### src/rtl/keypoint_marker_pkg.sv
`default_nettype none
// ============================================================================
// Module      : keypoint_marker_pkg
// Description : Frame-buffer format constants, the 54-bit SRAM write-command
//               field layout and the keypoint_marker FSM state type. Shared by
//               the image/overlay writers and the SRAM arbiter.
// Ports       : none (package)
// Revision    : 1.0 - initial release
// ============================================================================
package keypoint_marker_pkg;

  // Frame format: 8-bit grayscale, 4 pixels per 32-bit word.
  localparam int IMG_W        = 800;
  localparam int IMG_H        = 600;
  localparam int PIX_PER_WORD = 4;
  localparam int BUF_WORDS    = 120000;

  // Write command layout {mask, addr, data}.
  localparam int CMD_W    = 54;
  localparam int MASK_MSB = 53;
  localparam int MASK_LSB = 50;
  localparam int ADDR_MSB = 49;
  localparam int ADDR_LSB = 32;
  localparam int DATA_MSB = 31;
  localparam int DATA_LSB = 0;

  typedef enum logic [1:0] {
    ST_IDLE   = 2'd0,
    ST_ACCEPT = 2'd1,
    ST_DRAW   = 2'd2,
    ST_DONE   = 2'd3
  } km_state_e;

  // Multiply a 10-bit row index by a constant as a sum of shifted copies;
  // with a constant K this folds down to a handful of adders.
  function automatic logic [19:0] mul_by_const(input logic [9:0] a,
                                               input int unsigned k);
    logic [19:0] acc;
    acc = '0;
    for (int b = 0; b < 11; b++) begin
      if (k[b]) acc = acc + (20'(a) << b);
    end
    return acc;
  endfunction

endpackage
`default_nettype wire

### src/rtl/marker_offset_gen.sv
`default_nettype none
// ============================================================================
// Module      : marker_offset_gen
// Description : Steps through the plus-marker offsets in drawing order:
//               horizontal arm dx=-ARM..+ARM (dy=0), then the vertical arm
//               dy=-ARM..-1 and dy=+1..+ARM (dx=0). The centre appears once.
//               Wraps back to the first offset after the last one.
// Ports       : clock, reset  - clock, synchronous active-high reset
//               step_i        - advance to the next offset
//               dx_o, dy_o    - current offset, 4-bit two's complement
//               last_o        - current offset is the final one
// Revision    : 1.0 - initial release
// ============================================================================
module marker_offset_gen
  import keypoint_marker_pkg::*;
#(
  parameter int ARM = 2
) (
  input  logic       clock,
  input  logic       reset,
  input  logic       step_i,
  output logic [3:0] dx_o,
  output logic [3:0] dy_o,
  output logic       last_o
);

  localparam int NUM_OFF = 4 * ARM + 1;

  logic [4:0] idx_q, idx_d;

  assign last_o = (idx_q == 5'(NUM_OFF - 1));

  always_comb begin
    idx_d = idx_q;
    if (step_i) idx_d = last_o ? 5'd0 : idx_q + 5'd1;
  end

  // Offsets are computed modulo 16; every true value lies within -7..7, so
  // the 4-bit result is the exact two's-complement offset.
  always_comb begin
    dx_o = 4'd0;
    dy_o = 4'd0;
    if (idx_q <= 5'(2 * ARM)) begin
      dx_o = 4'(idx_q) - 4'(ARM);
    end else if (idx_q <= 5'(3 * ARM)) begin
      dy_o = 4'(idx_q) - 4'(3 * ARM + 1);
    end else begin
      dy_o = 4'(idx_q) - 4'(3 * ARM);
    end
  end

  always_ff @(posedge clock) begin
    if (reset) idx_q <= 5'd0;
    else       idx_q <= idx_d;
  end

endmodule
`default_nettype wire

### src/rtl/keypoint_marker.sv
`default_nettype none
// ============================================================================
// Module      : keypoint_marker
// Description : Draws a plus-shaped marker at each incoming keypoint by
//               issuing SRAM byte-masked write commands into the selected
//               frame buffer. Sequenced by a start/done handshake.
// Ports       : clock, reset        - clock, synchronous active-high reset
//               buffer_sel          - target buffer, latched on start accept
//               start / start_ack   - pass request / one-cycle accept pulse
//               done / done_ack     - end-of-pass flag held until acknowledged
//               kp_x, kp_y, kp_last - keypoint coordinates, final-keypoint tag
//               kp_valid / kp_ready - keypoint handshake
//               dout                - {mask[53:50], addr[49:32], data[31:0]}
//               valid / ready       - write command handshake
// Revision    : 1.0 - initial release
// ============================================================================
module keypoint_marker
  import keypoint_marker_pkg::*;
#(
  parameter int       IMG_W      = keypoint_marker_pkg::IMG_W,
  parameter int       IMG_H      = keypoint_marker_pkg::IMG_H,
  parameter int       BUF_WORDS  = keypoint_marker_pkg::BUF_WORDS,
  parameter int       ARM        = 2,
  parameter logic [7:0] MARK_VALUE = 8'hFF
) (
  input  logic        clock,
  input  logic        reset,
  input  logic        buffer_sel,
  input  logic        start,
  output logic        start_ack,
  output logic        done,
  input  logic        done_ack,
  input  logic [9:0]  kp_x,
  input  logic [9:0]  kp_y,
  input  logic        kp_last,
  input  logic        kp_valid,
  output logic        kp_ready,
  output logic [53:0] dout,
  output logic        valid,
  input  logic        ready
);

  km_state_e   state_q, state_d;
  logic        buf_q, buf_d;
  logic [9:0]  x_q, x_d;
  logic [9:0]  y_q, y_d;
  logic        last_q, last_d;
  logic        valid_q, valid_d;
  logic [53:0] dout_q, dout_d;

  logic        step;
  logic [3:0]  off_dx, off_dy;
  logic        off_last;

  marker_offset_gen #(
    .ARM (ARM)
  ) u_offset_gen (
    .clock  (clock),
    .reset  (reset),
    .step_i (step),
    .dx_o   (off_dx),
    .dy_o   (off_dy),
    .last_o (off_last)
  );

  // Pixel position in 12-bit two's complement; bit 11 flags a negative value.
  logic [11:0] px, py;
  logic        clip;
  logic [19:0] pix;
  logic [17:0] addr;
  logic [3:0]  mask;
  logic        out_free;

  assign px   = {2'b00, x_q} + {{8{off_dx[3]}}, off_dx};
  assign py   = {2'b00, y_q} + {{8{off_dy[3]}}, off_dy};
  assign clip = px[11] | py[11] | (px >= 12'(IMG_W)) | (py >= 12'(IMG_H));
  assign pix  = mul_by_const(py[9:0], IMG_W) + {10'd0, px[9:0]};
  assign addr = 18'(pix >> 2) + (buf_q ? 18'(BUF_WORDS) : 18'd0);
  assign mask = 4'b0001 << pix[1:0];

  // The output register can take a new command if it is empty or its
  // current command is being consumed this cycle.
  assign out_free = ~valid_q | ready;

  always_comb begin
    state_d   = state_q;
    buf_d     = buf_q;
    x_d       = x_q;
    y_d       = y_q;
    last_d    = last_q;
    valid_d   = valid_q & ~ready;
    dout_d    = dout_q;
    start_ack = 1'b0;
    kp_ready  = 1'b0;
    done      = 1'b0;
    step      = 1'b0;

    unique case (state_q)
      ST_IDLE: begin
        if (start) begin
          start_ack = 1'b1;
          buf_d     = buffer_sel;
          state_d   = ST_ACCEPT;
        end
      end
      ST_ACCEPT: begin
        kp_ready = 1'b1;
        if (kp_valid) begin
          x_d     = kp_x;
          y_d     = kp_y;
          last_d  = kp_last;
          state_d = ST_DRAW;
        end
      end
      ST_DRAW: begin
        // Clipped offsets still wait for a free output slot so that the
        // offset sequence advances at one step per usable cycle.
        if (out_free) begin
          step = 1'b1;
          if (!clip) begin
            valid_d                   = 1'b1;
            dout_d[MASK_MSB:MASK_LSB] = mask;
            dout_d[ADDR_MSB:ADDR_LSB] = addr;
            dout_d[DATA_MSB:DATA_LSB] = {4{MARK_VALUE}};
          end
          if (off_last) state_d = last_q ? ST_DONE : ST_ACCEPT;
        end
      end
      ST_DONE: begin
        // Signal completion only after the final write has left.
        done = ~valid_q;
        if (done && done_ack) state_d = ST_IDLE;
      end
      default: state_d = ST_IDLE;
    endcase
  end

  always_ff @(posedge clock) begin
    if (reset) begin
      state_q <= ST_IDLE;
      buf_q   <= 1'b0;
      x_q     <= 10'd0;
      y_q     <= 10'd0;
      last_q  <= 1'b0;
      valid_q <= 1'b0;
      dout_q  <= 54'd0;
    end else begin
      state_q <= state_d;
      buf_q   <= buf_d;
      x_q     <= x_d;
      y_q     <= y_d;
      last_q  <= last_d;
      valid_q <= valid_d;
      dout_q  <= dout_d;
    end
  end

  assign dout  = dout_q;
  assign valid = valid_q;

endmodule
`default_nettype wire

### config.mk
export PLATFORM = sky130hd
export DESIGN_NAME = keypoint_marker
export DESIGN_NICKNAME = d
export VERILOG_FILES = /design/src/rtl/keypoint_marker_pkg.sv /design/src/rtl/marker_offset_gen.sv /design/src/rtl/keypoint_marker.sv
export SDC_FILE = /design/constraint.sdc
export NUM_CORES = 1
export LEC_CHECK = 0
export BUFFER_PORTS_ARGS = -buffer_cell sky130_fd_sc_hd__buf_2
export CAP_MARGIN = 20
export CORE_ASPECT_RATIO = 0.75
export CORE_MARGIN = 4
export CORE_UTILIZATION = 40
export DETAILED_ROUTE_END_ITERATION = 7
export PLACE_DENSITY_LB_ADDON = 0.1
export SETUP_SLACK_MARGIN = 0.5
export SYNTH_ARGS = -nofsm -noshare
export SYNTH_HDL_FRONTEND = slang
export SYNTH_HIERARCHICAL = 1
export SYNTH_SLANG_ARGS = --single-unit
### constraint.sdc
create_clock -name clock -period 9.2 [get_ports clock]
set_input_delay 1.84 -clock clock [delete_from_list [all_inputs] [get_ports clock]]
set_output_delay 1.84 -clock clock [all_outputs]
set_load 0.05 [all_outputs]
==> results of run 1 <==
[layout make-up]
cell class | instances | area share [%]
well taps | 162 | 3.75
multi-input cells | 437 | 62.9
repair buffers | 87 | 8.15
flip-flops and latches | 53 | 19.6
inverters | 42 | 2.92
clock buffers | 6 | 2.38
clock inverters | 2 | 0.278
[worst reg2reg max path, delay by kind of cell, from the launching register on]
family	cells	cell delay, ps
adder cells (fa/ha/maj)	6	2150
buffers and inverters	3	280
AO/OA/AOI/OAI	12	2970
multiplexers	1	210
AND/OR/NAND/NOR	3	620
flip-flops	1	550
XOR/XNOR	1	140
[Yosys cell counts (all sizes together) (2+ instances only)]
cell type	n	area share, %
nand2b	8	1.0
nor2	45	4.0
nor3b	2	0.30
ha	67	17
a41o	2	0.40
and3	3	0.38
inv	42	3.2
xnor2	21	4.1
a31oi	3	0.38
a211o	2	0.35
buf	36	5.9
nor4	2	0.25
nor2b	12	1.5
nand2	57	4.3
or4	2	0.38
clkbuf	10	0.78
a21oi	47	4.8
o21a	12	2.0
o211ai	6	1.0
fa	12	4.9
or3	3	0.38
nor3	11	1.1
and2	4	0.51
or2	9	1.2
o221ai	2	0.35
a211oi	14	3.4
xor2	13	2.3
a21o	10	1.7
o21bai	3	0.46
nand3b	5	0.76
mux2i	14	2.8
nand3	7	0.71
nand4	2	0.25
o21ai	20	2.0
dfxtp	53	21
o2111ai	3	0.89
[worst max-delay path by stage]
| stage | from | to | slack (ps) | depth (start not counted) |
|---|---|---|---|---|
| 4_1_cts | u_offset_gen/idx_q[0] | dout[49] | 2130 | 26 |
| 3_3_place_gp | u_offset_gen/idx_q[0] | dout[49] | 2350 | 30 |
| 2_1_floorplan | u_offset_gen/idx_q[2] | dout[49] | 2870 | 29 |
| 6_report | u_offset_gen/idx_q[0] | dout[49] | 2140 | 26 |
| 3_5_place_dp | u_offset_gen/idx_q[0] | dout[49] | 2210 | 26 |
| 5_1_grt | u_offset_gen/idx_q[0] | dout[49] | 1390 | 30 |
[registers in the layout (all words and copies together) (netlist names)]
register,cells
buf_q,1
dout,23
last_q,1
state_q,2
u_offset_gen/idx_q,5
valid,1
x_q,10
y_q,10
[per-layer routing]
metal / vias up / routed length, µm / global-route usage [%]
met4: 0 / 74 / 2.73
met5: - / 0 / 0
met2: 88 / 4360 / 23.6
li1: 2073 / - / -
met1: 1786 / 5700 / 24.1
met3: 7 / 733 / 3.09
[power breakdown]
| part | total (mW) | internal [mW] | switching [mW] |
|---|---|---|---|
| Combinational | 0.166 | 0.0675 | 0.0981 |
| Clock | 0.189 | 0.101 | 0.0881 |
| Sequential | 0.242 | 0.235 | 0.00694 |
| Total | 0.597 | 0.404 | 0.193 |
[cell families (layout without fill, tap and decap cells)]
group / after synthesis / after routing / share of synthesized area, %
mux: 14 / 14 / 2.83
xor+xnor: 34 / 34 / 6.40
flops: 53 / 53 / 21.4
simple gates: 177 / 177 / 18.3
compound gates: 133 / 133 / 19.4
fa+ha+maj: 79 / 79 / 21.8
buf+inv: 88 / 137 / 9.84
==> results.py, run 1 <==
metrics = {
    "outcome": {
        "status": "complete, no violations",
    },
    "sta": {
        "maxSlewHeadroom_pct": 45.8,
        "fin_skew_ps": 8.56,
        "setup_viol": 0,
        "fin_ws_ps": 2140,
        "hold_slack_ps": 462,
        "tightest_slew_ps": 813,
        "min_period_ps": 7060,
        "max_freq_ghz": 0.142,
        "fin_setup_tns_ps": 0,
        "hold_viol_final": 0,
        "rsz0062_at_grt": "false",
        "finalMaxSlewViolations": 0,
        "period_share_pct": 76.7,
    },
    "worst_setup_path": {
        "worst-endpoint-arrival_ps": 7220,
        "path_class": "flop to flop",
        "cp_max_fo": 11,
        "max_stage_delay_ps": 640,
        "r2r_start": "u_offset_gen/idx_q[0]",
        "end_kind": "flop",
        "cp_common_cell": "ha_1",
        "crit_slowest_cell": "a21oi_1",
        "r2r_slack_ps": 2140,
        "cp.required_ps": 9360,
        "start_kind": "flop",
        "r2r_cells": 26,
        "crit_buf_inv": 3,
        "reg2reg_to": "dout[49]",
        "crit_family": "compound AO/OA/AOI/OAI gates",
    },
    "yosys": {
        "postSynthCellCount": 578,
        "post_synth_instance_area_mm2": 0.00495,
        "async_flop_share_pct": 0,
        "synth_cell_types": 70,
        "ys_seq_area_share_pct": 21.4,
        "syn_nets": 685,
        "avgSynthCellArea_um2": 8.56,
        "synth-seq-cells": 53,
        "ys_warn_count": 6,
        "ys.flop_type": "dfxtp_1",
        "synth-edff-count": 0,
    },
    "global_route": {
        "overflow": 0,
        "grt_pass1_wl_mm": 18.7,
        "grt.total_usage_pct": 16.0,
        "antenna_found_initial": 0,
        "grt_pass1_vias": 3803,
        "grt_max_degree": 52,
    },
    "final_layout": {
        "final_nets": 733,
        "mostFrequentLayoutCell": "buf_2",
        "fin_cells": 789,
        "antenna_cells": 0,
        "regArea_mm2": 0.00106,
        "areaGrowthSynthToFinish_pct": 9.26,
        "mostFrequentLayoutCells": "buf_2 (85), ha_1 (67), nand2_1 (57)",
        "layout-drive-gt1-share_pct": 20.7,
        "nFillCells": 1220,
        "multiInputGateArea_mm2": 0.00340,
        "design_area_mm2": 0.00541,
        "finish.utilization_pct": 45.7,
    },
    "die": {
        "coreArea_mm2": 0.0118,
        "ios": 86,
        "dieArea_mm2": 0.0142,
        "die_h_um": 104,
        "start_util_pct": 41.8,
        "rows": 34,
        "die_w_um": 136,
    },
    "power": {
        "power.density_mw_per_mm2": 110,
        "peakVddDrop_v": 0.0000705,
        "leakage_nw": 2.58,
        "p_total_mw": 0.597,
    },
    "placement": {
        "placed_area_mm2": 0.00525,
        "post-place-cells": 780,
        "gp_congestion": 0.848,
        "pre_cts_ws_ps": 2210,
        "post-dp-hpwl_mm": 8.95,
        "portBuffers": 85,
    },
    "clock_tree": {
        "post-cts-setup-buffer-count": 0,
        "cts_buffers": 5,
        "h-tree-depth": 2,
        "ctsLongestPathBuffers": 2,
        "clkTransAtPathRegs_ps": 70,
        "cts_resized": 0,
        "numClockSinks": 53,
        "cts_hold_buffers": 0,
        "cts-root-buf": "clkbuf_16",
        "clkLatencyLatePin_ps": 300,
        "cts_tree": "done",
    },
    "routing": {
        "detailedRoute.firstPassIterationCount": 4,
        "drt_iter0_markers": 133,
        "wirelength_mm": 10.9,
        "post_drt_via_cell_ratio": 5.01,
        "vias": 3954,
        "route.detailed.drc": 0,
        "detail-route-antenna-nets": 0,
        "wire_per_inst_um": 13.8,
    },
    "run": {
        "cap_violations": 0,
    },
    "hold_path": {
        "min_from": "last_q",
        "worstHoldPathType": "flop to flop",
        "hold_depth": 2,
        "whs_endpoint": "last_q",
    },
}
No activity file was read; power rests on OpenSTA's default activity.
==> inputs of run 2 (changes only) <==
==> constraint.sdc (replaced) <==
create_clock -name clock -period 7.1 [get_ports clock]
set_input_delay 1.42 -clock clock [delete_from_list [all_inputs] [get_ports clock]]
set_output_delay 1.42 -clock clock [all_outputs]
set_load 0.05 [all_outputs]
==> results.py, run 2 (synthesized netlist as in run 1, its figures left out) <==
metrics = {
    "outcome": {
        "status": "complete, no violations",
    },
    "routing": {
        "wire_per_inst_um": 14.2,
        "drt_iter0_markers": 185,
        "detailedRoute.firstPassIterationCount": 5,
        "route.detailed.drc": 0,
        "wirelength_mm": 11.3,
        "detail-route-antenna-nets": 0,
        "post_drt_via_cell_ratio": 5.02,
        "vias": 4004,
    },
    "sta": {
        "period_share_pct": 88.0,
        "hold_slack_ps": 460,
        "tightest_slew_ps": 1120,
        "hold_viol_final": 0,
        "fin_setup_tns_ps": 0,
        "maxSlewHeadroom_pct": 25.0,
        "min_period_ps": 6250,
        "rsz0062_at_grt": "false",
        "max_freq_ghz": 0.160,
        "finalMaxSlewViolations": 0,
        "fin_skew_ps": 7.73,
        "setup_viol": 0,
    },
    "clock_tree": {
        "ctsLongestPathBuffers": 2,
        "cts_buffers": 5,
        "clkLatencyLatePin_ps": 290,
        "cts-root-buf": "clkbuf_16",
        "cts_tree": "done",
        "h-tree-depth": 2,
        "clkTransAtPathRegs_ps": 70,
        "numClockSinks": 53,
    },
    "worst_setup_path": {
        "max_stage_delay_ps": 590,
        "r2r_slack_ps": 850,
        "r2r_start": "u_offset_gen/idx_q[0]",
        "end_kind": "flop",
        "cp_max_fo": 9,
        "worst-endpoint-arrival_ps": 6410,
        "cp.required_ps": 7260,
        "path_class": "flop to flop",
        "cp_common_cell": "ha_2",
        "crit_slowest_cell": "fa_1",
        "setup.worst_path.start": "u_offset_gen/idx_q[0]",
        "start_kind": "flop",
    },
    "final_layout": {
        "design_area_mm2": 0.00576,
        "layout-drive-gt1-share_pct": 29.1,
        "mostFrequentLayoutCell": "buf_2",
        "final_nets": 741,
        "mostFrequentLayoutCells": "buf_2 (85), nand2_1 (57), ha_1 (54)",
        "antenna_cells": 0,
        "largest_reg_flops": 23,
        "areaGrowthSynthToFinish_pct": 16.4,
    },
    "global_route": {
        "grt_pass1_wl_mm": 18.1,
        "overflow": 0,
        "grt.total_usage_pct": 15.3,
        "grt_pass1_vias": 3726,
        "grt_max_degree": 52,
        "antenna_found_initial": 0,
    },
    "die": {
        "rows": 34,
        "start_util_pct": 41.8,
        "ios": 86,
        "coreArea_mm2": 0.0118,
        "dieArea_mm2": 0.0142,
        "die_h_um": 104,
        "die_w_um": 136,
    },
    "power": {
        "power_frac_clock_pct": 33.7,
        "leakage_nw": 2.65,
        "power.density_mw_per_mm2": 146,
        "swShare_pct": 30.5,
        "p_int_mw": 0.582,
        "power_frac_seq_pct": 37.4,
        "power_frac_comb_pct": 28.9,
        "peakVddDrop_v": 0.000133,
        "p_switching_mw": 0.256,
    },
    "hold_path": {
        "worstHoldPathType": "flop to flop",
        "min_from": "y_q[5]",
    },
    "placement": {
        "placed_area_mm2": 0.00527,
        "post-dp-hpwl_mm": 8.86,
        "portBuffers": 85,
        "gp_congestion": 0.810,
    },
    "run": {
        "cap_violations": 0,
    },
}
## run 2: path summary, 6_finish.rpt
kind / to / depth (start not counted)
setup / recovery: dout[49] / 31
hold / removal: y_q[5] / 2
setup reg to reg: dout[49] / 31
hold reg to reg: y_q[5] / 2
## run 2: per-layer routing
metal,vias to the layer above,wire length [µm],track usage [%]
met5,-,0,0
met4,0,37,1.94
met3,4,684,3.34
met2,99,4620,22.5
met1,1814,5980,23.4
li1,2087,-,-
## run 2: per-stage QoR
step	setup slack (ps)	power, mW	std cells	utilization, %
5_1_grt	428	0.891	797	48.7
4_1_cts	539	0.827	790	46.2
6_report	849	0.838	797	48.7
3_3_place_gp	491	0.536	782	44.6
2_1_floorplan	774	0.489	578	-
3_5_place_dp	359	0.537	782	44.6
## run 2: power by group through the flow
stage / Combinational (mW) / Sequential, mW / Clock [mW]
2_1_floorplan: 0.170 / 0.319 / 0
3_5_place_dp: 0.217 / 0.320 / 0
5_1_grt: 0.273 / 0.315 / 0.303
4_1_cts: 0.222 / 0.314 / 0.292
3_3_place_gp: 0.215 / 0.320 / 0
6_report: 0.242 / 0.313 / 0.283
## run 2: cell type report
type	instances	area [µm²]
Fill cell	1168	6070
Multi-Input combinational cell	437	3650
Sequential cell	53	1070
Timing Repair Buffer	95	500
Tap cell	162	203
Inverter	42	158
Clock buffer	7	143
Clock inverter	1	30.0
## run 2: repair_timing
item / CTS / global route
setup buffers: 0 / 7
hold buffers: 0 / 0
gates resized for setup: 6 / 57
gates cloned: 0 / 0
pin swaps: 1 / 14
setup endpoints to repair: 1 / 3
## run 2: critical path: cells and delay by family (launching register included)
| kind | cells | cell delay, ps |
|---|---|---|
| AO/OA/AOI/OAI | 11 | 1780 |
| XOR/XNOR | 2 | 330 |
| adder cells (fa/ha/maj) | 7 | 2120 |
| buffers and inverters | 4 | 350 |
| flip-flops | 1 | 420 |
| multiplexers | 1 | 210 |
| AND/OR/NAND/NOR | 6 | 900 |
